`config.mk`:
```
export PLATFORM = sky130hd
export DESIGN_NAME = game_sequencer
export DESIGN_NICKNAME = d
export VERILOG_FILES = /design/src/rtl/game_sequencer.sv
export SDC_FILE = /design/constraint.sdc
export NUM_CORES = 1
export LEC_CHECK = 0
export BUFFER_PORTS_ARGS = -buffer_cell sky130_fd_sc_hd__buf_2
export CORE_MARGIN = 1
export CORE_UTILIZATION = 47
export CTS_BUF_LIST = sky130_fd_sc_hd__clkbuf_4
export DETAILED_ROUTE_END_ITERATION = 7
export GPL_TIMING_DRIVEN = 0
export HOLD_SLACK_MARGIN = 0.08
export PLACE_DENSITY = 0.67
export SETUP_SLACK_MARGIN = 0.4
export SLEW_MARGIN = 5
export SYNTH_ARGS = -nofsm -noshare
export SYNTH_HDL_FRONTEND = slang
export SYNTH_SLANG_ARGS = --single-unit
export TNS_END_PERCENT = 30
```
`constraint.sdc`:
```
create_clock -name pxl_clk -period 2.3 [get_ports pxl_clk]
set_input_delay 0.115 -clock pxl_clk [delete_from_list [all_inputs] [get_ports pxl_clk]]
set_output_delay 0.115 -clock pxl_clk [all_outputs]
set_load 0.05 [all_outputs]
```
`src/rtl/game_sequencer.sv`:
```
// Breakout game controller: power-up sync wait, serve, play, miss, game-over and win
// phases, gating ball motion, issuing ball/field reset pulses and tracking lives.
module game_sequencer #(
  parameter int unsigned SYNC_FRAMES  = 240,
  parameter int unsigned SERVE_FRAMES = 60,
  parameter int unsigned END_FRAMES   = 180,
  parameter int unsigned LIVES        = 3
) (
  input  logic       pxl_clk,
  input  logic       reset_n,
  input  logic       vsync,
  input  logic       lose,
  input  logic       win,
  output logic       ball_run,
  output logic       ball_reset,
  output logic       field_reset,
  output logic [1:0] lives_left,
  output logic       game_over,
  output logic       game_won,
  output logic [2:0] state
);

  typedef enum logic [2:0] {
    ST_WAIT_SYNC = 3'd0,
    ST_SERVE     = 3'd1,
    ST_PLAY      = 3'd2,
    ST_MISS      = 3'd3,
    ST_OVER      = 3'd4,
    ST_WON       = 3'd5
  } state_e;

  // Phases end on the tick that brings the frame count up to the parameter value.
  localparam logic [7:0] SYNC_LAST  = 8'(SYNC_FRAMES - 1);
  localparam logic [7:0] SERVE_LAST = 8'(SERVE_FRAMES - 1);
  localparam logic [7:0] END_LAST   = 8'(END_FRAMES - 1);
  localparam logic [1:0] LIVES_INIT = 2'(LIVES);

  // Held as a plain vector so the illegal codes 6 and 7 stay representable.
  logic [2:0] state_q, state_d;
  logic [7:0] cnt_q, cnt_d;
  logic [1:0] lives_q, lives_d;
  logic       vsync_q, lose_q, win_q;
  logic       ball_run_q, ball_run_d;
  logic       ball_reset_q, ball_reset_d;
  logic       field_reset_q, field_reset_d;
  logic       game_over_q, game_over_d;
  logic       game_won_q, game_won_d;

  logic frame_tick, lose_rise, win_rise;

  assign frame_tick = vsync_q & ~vsync;
  assign lose_rise  = lose & ~lose_q;
  assign win_rise   = win & ~win_q;

  always_comb begin
    state_d       = state_q;
    cnt_d         = cnt_q;
    lives_d       = lives_q;
    ball_reset_d  = 1'b0;
    field_reset_d = 1'b0;
    if (frame_tick) cnt_d = cnt_q + 8'd1;

    case (state_q)
      ST_WAIT_SYNC: begin
        if (frame_tick && cnt_q == SYNC_LAST) begin
          state_d       = ST_SERVE;
          ball_reset_d  = 1'b1;
          field_reset_d = 1'b1;
        end
      end
      ST_SERVE: begin
        if (frame_tick && cnt_q == SERVE_LAST) state_d = ST_PLAY;
      end
      ST_PLAY: begin
        if (win_rise) begin
          state_d = ST_WON;
        end else if (lose_rise) begin
          if (lives_q == 2'd1) begin
            state_d = ST_OVER;
            lives_d = 2'd0;
          end else begin
            state_d = ST_MISS;
            lives_d = lives_q - 2'd1;
          end
        end
      end
      ST_MISS: begin
        state_d      = ST_SERVE;
        ball_reset_d = 1'b1;
      end
      ST_OVER, ST_WON: begin
        if (frame_tick && cnt_q == END_LAST) begin
          state_d       = ST_SERVE;
          lives_d       = LIVES_INIT;
          ball_reset_d  = 1'b1;
          field_reset_d = 1'b1;
        end
      end
      default: state_d = ST_WAIT_SYNC;
    endcase

    if (state_d != state_q) cnt_d = 8'd0;

    // Outputs decode the next state so they line up with the state register.
    ball_run_d  = (state_d == ST_PLAY);
    game_over_d = (state_d == ST_OVER);
    game_won_d  = (state_d == ST_WON);
  end

  always_ff @(posedge pxl_clk or negedge reset_n) begin
    if (!reset_n) begin
      state_q       <= ST_WAIT_SYNC;
      cnt_q         <= 8'd0;
      lives_q       <= LIVES_INIT;
      vsync_q       <= 1'b1;
      lose_q        <= 1'b1;
      win_q         <= 1'b1;
      ball_run_q    <= 1'b0;
      ball_reset_q  <= 1'b0;
      field_reset_q <= 1'b0;
      game_over_q   <= 1'b0;
      game_won_q    <= 1'b0;
    end else begin
      state_q       <= state_d;
      cnt_q         <= cnt_d;
      lives_q       <= lives_d;
      vsync_q       <= vsync;
      lose_q        <= lose;
      win_q         <= win;
      ball_run_q    <= ball_run_d;
      ball_reset_q  <= ball_reset_d;
      field_reset_q <= field_reset_d;
      game_over_q   <= game_over_d;
      game_won_q    <= game_won_d;
    end
  end

  assign state       = state_q;
  assign lives_left  = lives_q;
  assign ball_run    = ball_run_q;
  assign ball_reset  = ball_reset_q;
  assign field_reset = field_reset_q;
  assign game_over   = game_over_q;
  assign game_won    = game_won_q;

endmodule

```
==> results_dict.tcl, run 1 <==
set metrics [dict create \
    htreeDepth 1 \
    grt_pass1_vias 761 \
    post_drt_wl_per_cell_um 13.6 \
    yosysMostFrequentCell "dfrtp_1" \
    globalRouteOverflowTotal 0 \
    synth_ff_type "dfrtp_1" \
    gr-usage-all-layers 0.179 \
    numCtsBuffers 3 \
    cts_sinks 21 \
    fmax_ghz 0.543 \
    antenna_cells 0 \
    routed_wirelength_um 2070 \
    dpl.hpwl_um 1500 \
    setup_viol 0 \
    dr.pass1.iters 4 \
    worstSetupPathType "reg -> reg" \
    fillCellCount 204 \
    ant_nets 0 \
    dieArea_um2 2670 \
    clk_latency_ns 0.30 \
    startpoint_type "flip-flop" \
    synth_area_um2 1160 \
    seq_area_um2 532 \
    ys.warnings.count 0 \
    rsz0062_at_grt "no" \
    status "finished clean" \
    maxCapViolCount 0 \
    io_pins 15 \
    hold_viol 0 \
    max-slew-margin-rel 0.702 \
    portBuffers 14 \
    required_ns 2.48 \
    synth_area_per_cell_um2 11.3 \
    die_w_um 51.6 \
    gp_congestion 0.816 \
    worstReg2RegStart "lives_left[1]$_DFFE_PN1P_" \
    clkTransAtPathRegs_ns 0.12 \
    leakage_nw 0.648 \
    async_reset_ff_frac 1.00 \
    synth_largest_area_cell "dfrtp_1" \
    row_count 17 \
    clock_skew_ns 0.00332 \
    p_per_area_nw_per_um2 617 \
    ys_types 43 \
    antenna_found_initial 0 \
    path_cells "inv_1 -> ha_1 -> nor3b_1 -> o31ai_4 -> a31oi_4 -> nor3_1" \
    ys_seq_elements 21 \
    crit_fanout 8 \
    utilization 0.584 \
    first_iter_violations 17 \
    min_period_ns 1.84 \
    arrival_ns 2.03 \
    reg2reg_setup_slack_ns 0.46 \
    grt_max_degree 22 \
    multiInputGateArea_um2 572 \
    ir_drop_mv 0.390 \
    slowest_stage "dfstp_2" \
    tightest_slew_ns 0.446 \
    synthTopCellsByArea "dfrtp_1 35%, dfstp_2 11%, xor2_1 4.5%, nor3_1 3.5%, nand4_1 3.2%" \
    root_buffer "clkbuf_4" \
    hp-class "in -> async" \
    start_util 0.509 \
    clockBufferDepth 2 \
    route.detailed.drc 0 \
    synth_edf_count 0 \
    final_layout_size_suffix_gt1_frac 0.347 \
    cts_setup_buffers 0 \
    end_kind "flip-flop" \
    synth_top_area_frac 0.346 \
    core_region_area_um2 2280 \
    synth_nets 109 \
    setup_tns_ns 0 \
    layout.nets 132 \
    r2r_cells 6 \
    cpPeakStageDelay_ns 0.54 \
    synth_common_cells "16 x dfrtp_1, 8 x nor3_1, 6 x nand4_1, 6 x nor2_1, 6 x xor2_1" \
    fin_crit_sh 0.801 \
    syn_inst 102 \
    area_delta_synth_final_pct 14.9 \
    cts_tree "built" \
    finalMaxSlewViolations 0 \
    via_per_inst 5.62 \
    ys_seq_area_frac 0.459 \
    vias 854 \
    die_y_um 51.6 \
    regToRegEndpoint "cnt_q[4]$_DFFE_PN0P_" \
    grt_first_pass_wirelength_um 3460 \
]
[sequential cells by signal, summed over array words and instances (netlist names)]
signal       cells
cnt_q            8
state            3
lives_left       2
ball_reset       1
ball_run         1
field_reset      1
game_over        1
game_won         1
lose_q           1
vsync_q          1
win_q            1
[cell usage in the layout (no fill, tap or decap), types with 5 or more instances in the layout]
cell / synthesis / layout
a31oi_1: 5 / 5
dfrtp_1: 16 / 16
nand4_1: 6 / 6
dfstp_2: 5 / 5
nor3_1: 8 / 8
nor2_1: 6 / 6
xor2_1: 6 / 6
buf_2: 1 / 15
[per-layer routing]
metal	part of all wire	vias to the layer above	global-route usage
li1	-	420	-
met1	0.49	416	0.251
met2	0.47	14	0.273
met3	0.020	4	0.0263
met4	0.019	0	0.0811
met5	0	-	0
[final cells by class]
type / count / area share
multi-input cells: 73 / 0.430
flip-flops and latches: 21 / 0.400
repair buffers: 18 / 0.0828
plain buffers: 4 / 0.0292
well taps: 28 / 0.0263
clock buffers: 3 / 0.0169
inverters: 4 / 0.0113
clock inverters: 1 / 0.00376
[worst max-delay path by stage]
stage                              startpoint                   end  slack [ns]  depth (start not counted)
global route        lives_left[1]$_DFFE_PN1P_  cnt_q[4]$_DFFE_PN0P_        0.41                          6
CTS                 lives_left[1]$_DFFE_PN1P_  cnt_q[4]$_DFFE_PN0P_        0.46                          6
global placement    lives_left[1]$_DFFE_PN1P_  cnt_q[2]$_DFFE_PN0P_        0.49                          6
detailed placement  lives_left[1]$_DFFE_PN1P_  cnt_q[4]$_DFFE_PN0P_        0.48                          6
finish              lives_left[1]$_DFFE_PN1P_  cnt_q[4]$_DFFE_PN0P_        0.46                          6
floorplan           lives_left[1]$_DFFE_PN1P_  cnt_q[0]$_DFFE_PN0P_        0.44                          6
[cells by family after synthesis]
logic type                 after synthesis  synth area share
muxes                                    1           0.00865
buffers and inverters                    8            0.0465
AOI/OAI and AO/OA                       16             0.133
DFF                                     21             0.459
and+or+nand+nor                         47             0.278
xor gates and xnor gates                 7            0.0530
adders and majority gates                2            0.0216
[metrics by stage]
stage | power [W] | std cells | hold WS, ns | setup WS [ns] | instance area, um2
floorplan | 0.000597 | 102 | -0.181 | 0.441 | 1160
global placement | 0.000636 | 144 | 0.0899 | 0.492 | 1260
detailed placement | 0.000651 | 144 | 0.0897 | 0.476 | 1260
CTS | 0.000832 | 152 | 0.286 | 0.464 | 1330
global route | 0.000876 | 152 | 0.305 | 0.408 | 1330
finish | 0.000821 | 152 | 0.273 | 0.457 | 1330
[critical path, delay by kind of cell (launching register included)]
kind | cells | cell delay (ns)
buffers and inverters | 1 | 0.05
AOI/OAI and AO/OA | 2 | 0.44
DFF | 1 | 0.54
and+or+nand+nor | 2 | 0.50
adders and majority gates | 1 | 0.20
[report_power, final]
part / total (W) / internal (W) / switching (W)
sequential: 0.000486 / 0.000421 / 0.0000651
clock: 0.000174 / 0.0000647 / 0.000109
combinational: 0.000161 / 0.0000808 / 0.0000805
[repair_timing]
action / in CTS / in global routing
resized for setup: 0 / 0
hold endpoints to repair: 21 / 0
hold buffers: 4 / 0
setup endpoints to repair: 0 / 0
Power figures use the tool's default switching activity.
==> run 2: changes to the inputs <==
==> constraint.sdc (replaced) <==
create_clock -name pxl_clk -period 1.9 [get_ports pxl_clk]
set_input_delay 0.095 -clock pxl_clk [delete_from_list [all_inputs] [get_ports pxl_clk]]
set_output_delay 0.095 -clock pxl_clk [all_outputs]
set_load 0.05 [all_outputs]
==> run 2 against run 1 <==
  * Clock skew about the same
  * Sequential share of layout area fell by 4.5 points
  * First-iteration DRC count decreased by 29%
  * Critical path type unchanged
  * Largest cell class unchanged
==> results_dict.tcl, run 2 (synthesized netlist as in run 1, its figures left out) <==
set metrics [dict create \
    status "finished clean" \
    grt_pass1_vias 859 \
    fin_crit_sh 0.856 \
    use_met3 0.0263 \
    layout.nets 139 \
    io_pins 15 \
    min_period_ns 1.63 \
    end_kind "flip-flop" \
    maxCapViolCount 0 \
    ant_nets 0 \
    dieArea_um2 2670 \
    crit_fanout 8 \
    finalMaxSlewViolations 0 \
    fin_total_pwr_w 0.00109 \
    dpl.hpwl_um 1610 \
    row_count 17 \
    htreeDepth 1 \
    hp-class "in -> async" \
    die_w_um 51.6 \
    start_util 0.509 \
    clkTransAtPathRegs_ns 0.11 \
    grt_max_degree 22 \
    first_iter_violations 12 \
    via_per_inst 5.50 \
    antenna_found_initial 0 \
    root_buffer "clkbuf_4" \
    cts_sinks 21 \
    top_register "cnt_q" \
    vias 875 \
    cts_tree "built" \
    rsz0062_at_grt "yes" \
    ir_drop_mv 0.550 \
    setup_tns_ns 0 \
    required_ns 2.09 \
    route.detailed.drc 0 \
    grt_use_met1 0.294 \
    clock_skew_ns 0.00326 \
    grt_first_pass_wirelength_um 4000 \
    final_cell_mix "15 x buf_2, 15 x dfrtp_1" \
    dr.pass1.iters 4 \
    globalRouteOverflowTotal 0 \
    routed_wirelength_um 2340 \
    hold_viol 0 \
    fillCellCount 173 \
    numCtsBuffers 3 \
    portBuffers 14 \
    leakage_nw 0.697 \
    area_delta_synth_final_pct 29.9 \
    grt_busiest_layer "met2" \
    core_region_area_um2 2280 \
    regToRegEndpoint "cnt_q[0]$_DFFE_PN0P_" \
    fmax_ghz 0.615 \
    clk_latency_ns 0.30 \
    largest_reg_flops 8 \
    worstSetupPathType "reg -> reg" \
    startpoint_type "flip-flop" \
    setup_viol 0 \
    clockBufferDepth 2 \
    multiInputGateArea_um2 677 \
    gr-usage-all-layers 0.203 \
    r2r_cells 5 \
    tightest_slew_ns 0.446 \
    arrival_ns 1.82 \
    worstReg2RegStart "cnt_q[2]$_DFFE_PN0P_" \
    antenna_cells 0 \
    die_y_um 51.6 \
    grtUsageMet2 0.307 \
    seq_area_um2 533 \
    gp_congestion 0.817 \
    p_per_area_nw_per_um2 726 \
    post_drt_wl_per_cell_um 14.7 \
    max-slew-margin-rel 0.702 \
    final_layout_size_suffix_gt1_frac 0.489 \
    reg2reg_setup_slack_ns 0.27 \
]
run 2: cell types whose count changed in the layout (fill, tap and decap cells not counted), moves of 2 or more:
cell / previous run / this run
nor3_2: 0 / 6
buf_4: 0 / 6
nor3_1: 8 / 0
nor3_4: 0 / 2
run 2: worst max path at each step:
stage | startpoint | end | slack (ns) | cells after the start
3_3_place_gp | cnt_q[0]$_DFFE_PN0P_ | cnt_q[4]$_DFFE_PN0P_ | 0.22 | 6
3_5_place_dp | cnt_q[0]$_DFFE_PN0P_ | cnt_q[5]$_DFFE_PN0P_ | 0.17 | 6
4_1_cts | lives_left[0]$_DFFE_PN1P_ | cnt_q[3]$_DFFE_PN0P_ | 0.29 | 6
2_1_floorplan | lives_left[1]$_DFFE_PN1P_ | cnt_q[7]$_DFFE_PN0P_ | 0.15 | 6
6_report | cnt_q[2]$_DFFE_PN0P_ | cnt_q[0]$_DFFE_PN0P_ | 0.27 | 5
5_1_grt | lives_left[1]$_DFFE_PN1P_ | cnt_q[6]$_DFFE_PN0P_ | 0.21 | 6
run 2: power by group:
part           internal (W)  switching [W]
Combinational      0.000145       0.000143
Clock             0.0000961       0.000130
Sequential         0.000510      0.0000678
run 2: final cells by class:
type	count	area share
Sequential cell	21	0.354
Buffer	4	0.0258
Tap cell	28	0.0233
Inverter	4	0.00998
Timing Repair Buffer	25	0.116
Multi-Input combinational cell	73	0.450
Clock buffer	4	0.0200
run 2: metrics by stage:
step	cell area [um2]	util	hold slack (ns)	setup WS, ns	cells
after global routing	1500	0.661	0.301	0.211	159
final	1500	0.661	0.257	0.274	159
after floorplan	1190	-	-0.201	0.149	102
after detailed placement	1300	0.570	0.0703	0.167	144
after global placement	1300	0.570	0.0679	0.215	144
after CTS	1490	0.654	0.277	0.290	159
run 2: layer usage:
| layer | up-vias | wire, um |
|---|---|---|
| li1 | 429 | - |
| met2 | 22 | 1110 |
| met3 | 4 | 72 |
| met1 | 420 | 1130 |
| met5 | - | 0 |
| met4 | 0 | 34 |
run 2: critical path: stages, from the launching register on:
cell and delay, ns:
dfrtp_1 0.44, nor2_1 0.38, nand4_1 0.25, a31oi_4 0.24
buf_12 0.16, nor3_2 0.05
run 2: repair_timing:
item,in CTS,in global routing
hold buffers,4,0
setup buffers,7,0
endpoints found under the setup margin,14,16
pin swaps,5,1
endpoints found under the hold margin,24,0
gates resized for setup,11,2
==> run 3: changes to the inputs <==
--- a/config.mk
+++ b/config.mk
@@ -5,6 +5,7 @@
 export SDC_FILE = /design/constraint.sdc
 export NUM_CORES = 1
 export LEC_CHECK = 0
+export ABC_AREA = 1
 export BUFFER_PORTS_ARGS = -buffer_cell sky130_fd_sc_hd__buf_2
 export CORE_MARGIN = 1
 export CORE_UTILIZATION = 47
==> run 3 against run 2 <==
  * Sequential power is essentially flat
  * Largest cell class unchanged
  * Non-clock buffer count shrank 8
  * Routed wire length shrank 16%
  * Sequential cell count is the same
  * Maximum frequency grew 3.3%
  * Critical endpoint is now cnt_q[7]$_DFFE_PN0P_
  * Utilization shrank 5.1 points
  * Largest power group unchanged
  * Register-to-register slack gained 0.05 ns
==> results_dict.tcl, run 3 <==
set metrics [dict create \
    final_cells 172 \
    rsz0062_at_grt "yes" \
    utilization 0.610 \
    required_ns 2.14 \
    finalMaxSlewViolations 0 \
    route.detailed.drc 0 \
    row_count 17 \
    leakage_nw 0.640 \
    ys.warnings.count 0 \
    crit_fanout 8 \
    area_delta_synth_final_pct 20.6 \
    cp_top_family "flip-flops" \
    layout.nets 152 \
    p_per_area_nw_per_um2 783 \
    via_per_inst 4.91 \
    io_pins 15 \
    setup_viol 0 \
    final_layout_size_suffix_gt1_frac 0.444 \
    clock_skew_ns 0.000516 \
    p_sw_frac 0.314 \
    switchingPower_w 0.000335 \
    ys_seq_area_frac 0.471 \
    holdWs_ns 0.264 \
    fin_crit_sh 0.828 \
    yosysMostFrequentCell "nand2_1" \
    clkTransAtPathRegs_ns 0.11 \
    wl_met2_um 971 \
    synth_area_um2 1130 \
    wl_met1_um 920 \
    slowest_stage "dfstp_2" \
    grt_max_degree 22 \
    ys_types 29 \
    antenna_cells 0 \
    ir_drop_mv 0.516 \
    maxCapViolCount 0 \
    grt_first_pass_wirelength_um 3510 \
    synth_area_per_cell_um2 9.49 \
    hold_viol 0 \
    max-slew-margin-rel 0.697 \
    pwr-share-clk 0.208 \
    first_iter_violations 16 \
    gp_congestion 0.841 \
    path_cells "inv_2 -> ha_4 -> nand3_2 -> nand2_4 -> nor2_4 -> o21ai_1 -> a21oi_4 -> nand2_8 -> nor2_2" \
    routed_wirelength_um 1980 \
    min_period_ns 1.57 \
    synthTopCellsByArea "dfrtp_1 35%, dfstp_2 12%, nand2_1 6.0%, nor2_2 5.0%, xor2_1 4.7%" \
    portBuffers 14 \
    power.internal_w 0.000732 \
    end_kind "flip-flop" \
    finalWorstSetupSlack_ns 0.326 \
    status "finished clean" \
    numCtsBuffers 3 \
    core_region_area_um2 2230 \
    critPathBufInv 1 \
    setup_tns_ns 0 \
    clockBufferDepth 2 \
    cts_tree "built" \
    tightest_slew_ns 0.455 \
    largest_reg_flops 8 \
    top_register "cnt_q" \
    synth_nets 126 \
    antenna_found_initial 0 \
    pre_cts_ws_ns 0.281 \
    root_buffer "clkbuf_4" \
    dp.cells 161 \
    fmax_ghz 0.635 \
    fillCellCount 219 \
    clk_latency_ns 0.29 \
    synth_ff_type "dfrtp_1" \
    synth_common_cells "18 x nand2_1, 16 x dfrtp_1, 10 x nor2_1" \
    cts_sinks 21 \
    synth_top_area_frac 0.354 \
    grt_pass1_vias 858 \
    dr.pass1.iters 4 \
    gr-usage-all-layers 0.187 \
    ys_seq_elements 21 \
    dieArea_um2 2600 \
    final_cell_mix "17 x nand2_1, 16 x dfrtp_1, 14 x buf_2" \
    globalRouteOverflowTotal 0 \
    synth_largest_area_cell "dfrtp_1" \
    layout_commonest_cell "nand2_1" \
    combPwrFrac 0.253 \
    arrival_ns 1.81 \
    vias 845 \
    start_util 0.506 \
    dr_wl_met3_um 62 \
    startpoint_type "flip-flop" \
    dpl.hpwl_um 1490 \
    routed.top_layer "met4" \
    ant_nets 0 \
    hp-class "in -> async" \
    power_frac_seq 0.538 \
    synth_edf_count 0 \
    cpPeakStageDelay_ns 0.55 \
    syn_inst 119 \
    async_reset_ff_frac 1.00 \
    worstSetupPathType "reg -> reg" \
    htreeDepth 1 \
    post_drt_wl_per_cell_um 11.5 \
    die_w_um 51.0 \
    die_y_um 51.0 \
]
## run 3: cell count changes after synthesis, sizes merged, moves of 4 or more
cell | previous run | this run
nand4 | 7 | 2
buf | 4 | 0
o21ai | 0 | 4
nand3 | 0 | 11
inv | 4 | 14
a31oi | 6 | 0
nor2 | 6 | 22
nand2 | 4 | 25
nor3 | 8 | 4
## run 3: per-layer routing
| layer | up-vias | GRT usage |
|---|---|---|
| met3 | 4 | 0.0357 |
| li1 | 427 | - |
| met4 | 0 | 0.0694 |
| met1 | 402 | 0.225 |
| met5 | - | 0 |
| met2 | 12 | 0.327 |
## run 3: power by group through the flow
stage               combinational [W]  clock, W  sequential, W
floorplan                    0.000197         0       0.000573
global placement             0.000233         0       0.000583
detailed placement           0.000240         0       0.000587
CTS                          0.000248  0.000229       0.000579
global route                 0.000311  0.000253       0.000584
finish                       0.000270  0.000222       0.000575
## run 3: per-stage QoR
step	area [um2]	total power, W
final	1360	0.00107
after global routing	1360	0.00115
after CTS	1340	0.00106
after detailed placement	1240	0.000826
after global placement	1240	0.000816
after floorplan	1130	0.000770
## run 3: cell families after synthesis
logic type,after synthesis,synth area share
XOR/XNOR,7,0.0543
AND/OR/NAND/NOR,64,0.334
buffers and inverters,15,0.0498
flip-flops,21,0.471
adder cells (fa/ha/maj),2,0.0221
multiplexers,1,0.00886
AO/OA/AOI/OAI,9,0.0598
## run 3: path summary, 6_finish.rpt
kind	depth (start not counted)	startpoint	slack, ns	to
min	2	reset_n	0.26	field_reset$_DFF_PN0_
min in group pxl_clk	5	vsync	0.31	cnt_q[0]$_DFFE_PN0P_
max	9	lives_left[1]$_DFFE_PN1P_	0.33	cnt_q[7]$_DFFE_PN0P_
max in group asynchronous	2	reset_n	1.30	lose_q$_DFF_PN1_
max reg2reg	9	lives_left[1]$_DFFE_PN1P_	0.33	cnt_q[7]$_DFFE_PN0P_
min reg2reg	2	lives_left[1]$_DFFE_PN1P_	0.55	lives_left[1]$_DFFE_PN1P_
## run 3: layout make-up
class | count | area [um2] | area share
Clock buffer | 4 | 30.0 | 0.0220
Inverter | 15 | 56.3 | 0.0413
Multi-Input combinational cell | 83 | 577 | 0.423
Sequential cell | 21 | 532 | 0.390
Tap cell | 28 | 35.0 | 0.0257
Timing Repair Buffer | 21 | 133 | 0.0973
## run 3: timing repair
action,in CTS,in global routing
setup endpoints to repair,8,15
hold buffers,4,0
hold endpoints to repair,24,0
buffers inserted,2,1
gates cloned,0,0
pin swaps,4,4
gates resized for setup,2,4
## run 3: worst reg2reg max path, cell delays in order (launching register included)
cell and delay (ns):
dfstp_2 0.55, inv_2 0.05, ha_4 0.15, nand3_2 0.09, nand2_4 0.07, nor2_4 0.13
o21ai_1 0.10, a21oi_4 0.18, nand2_8 0.10, nor2_2 0.09
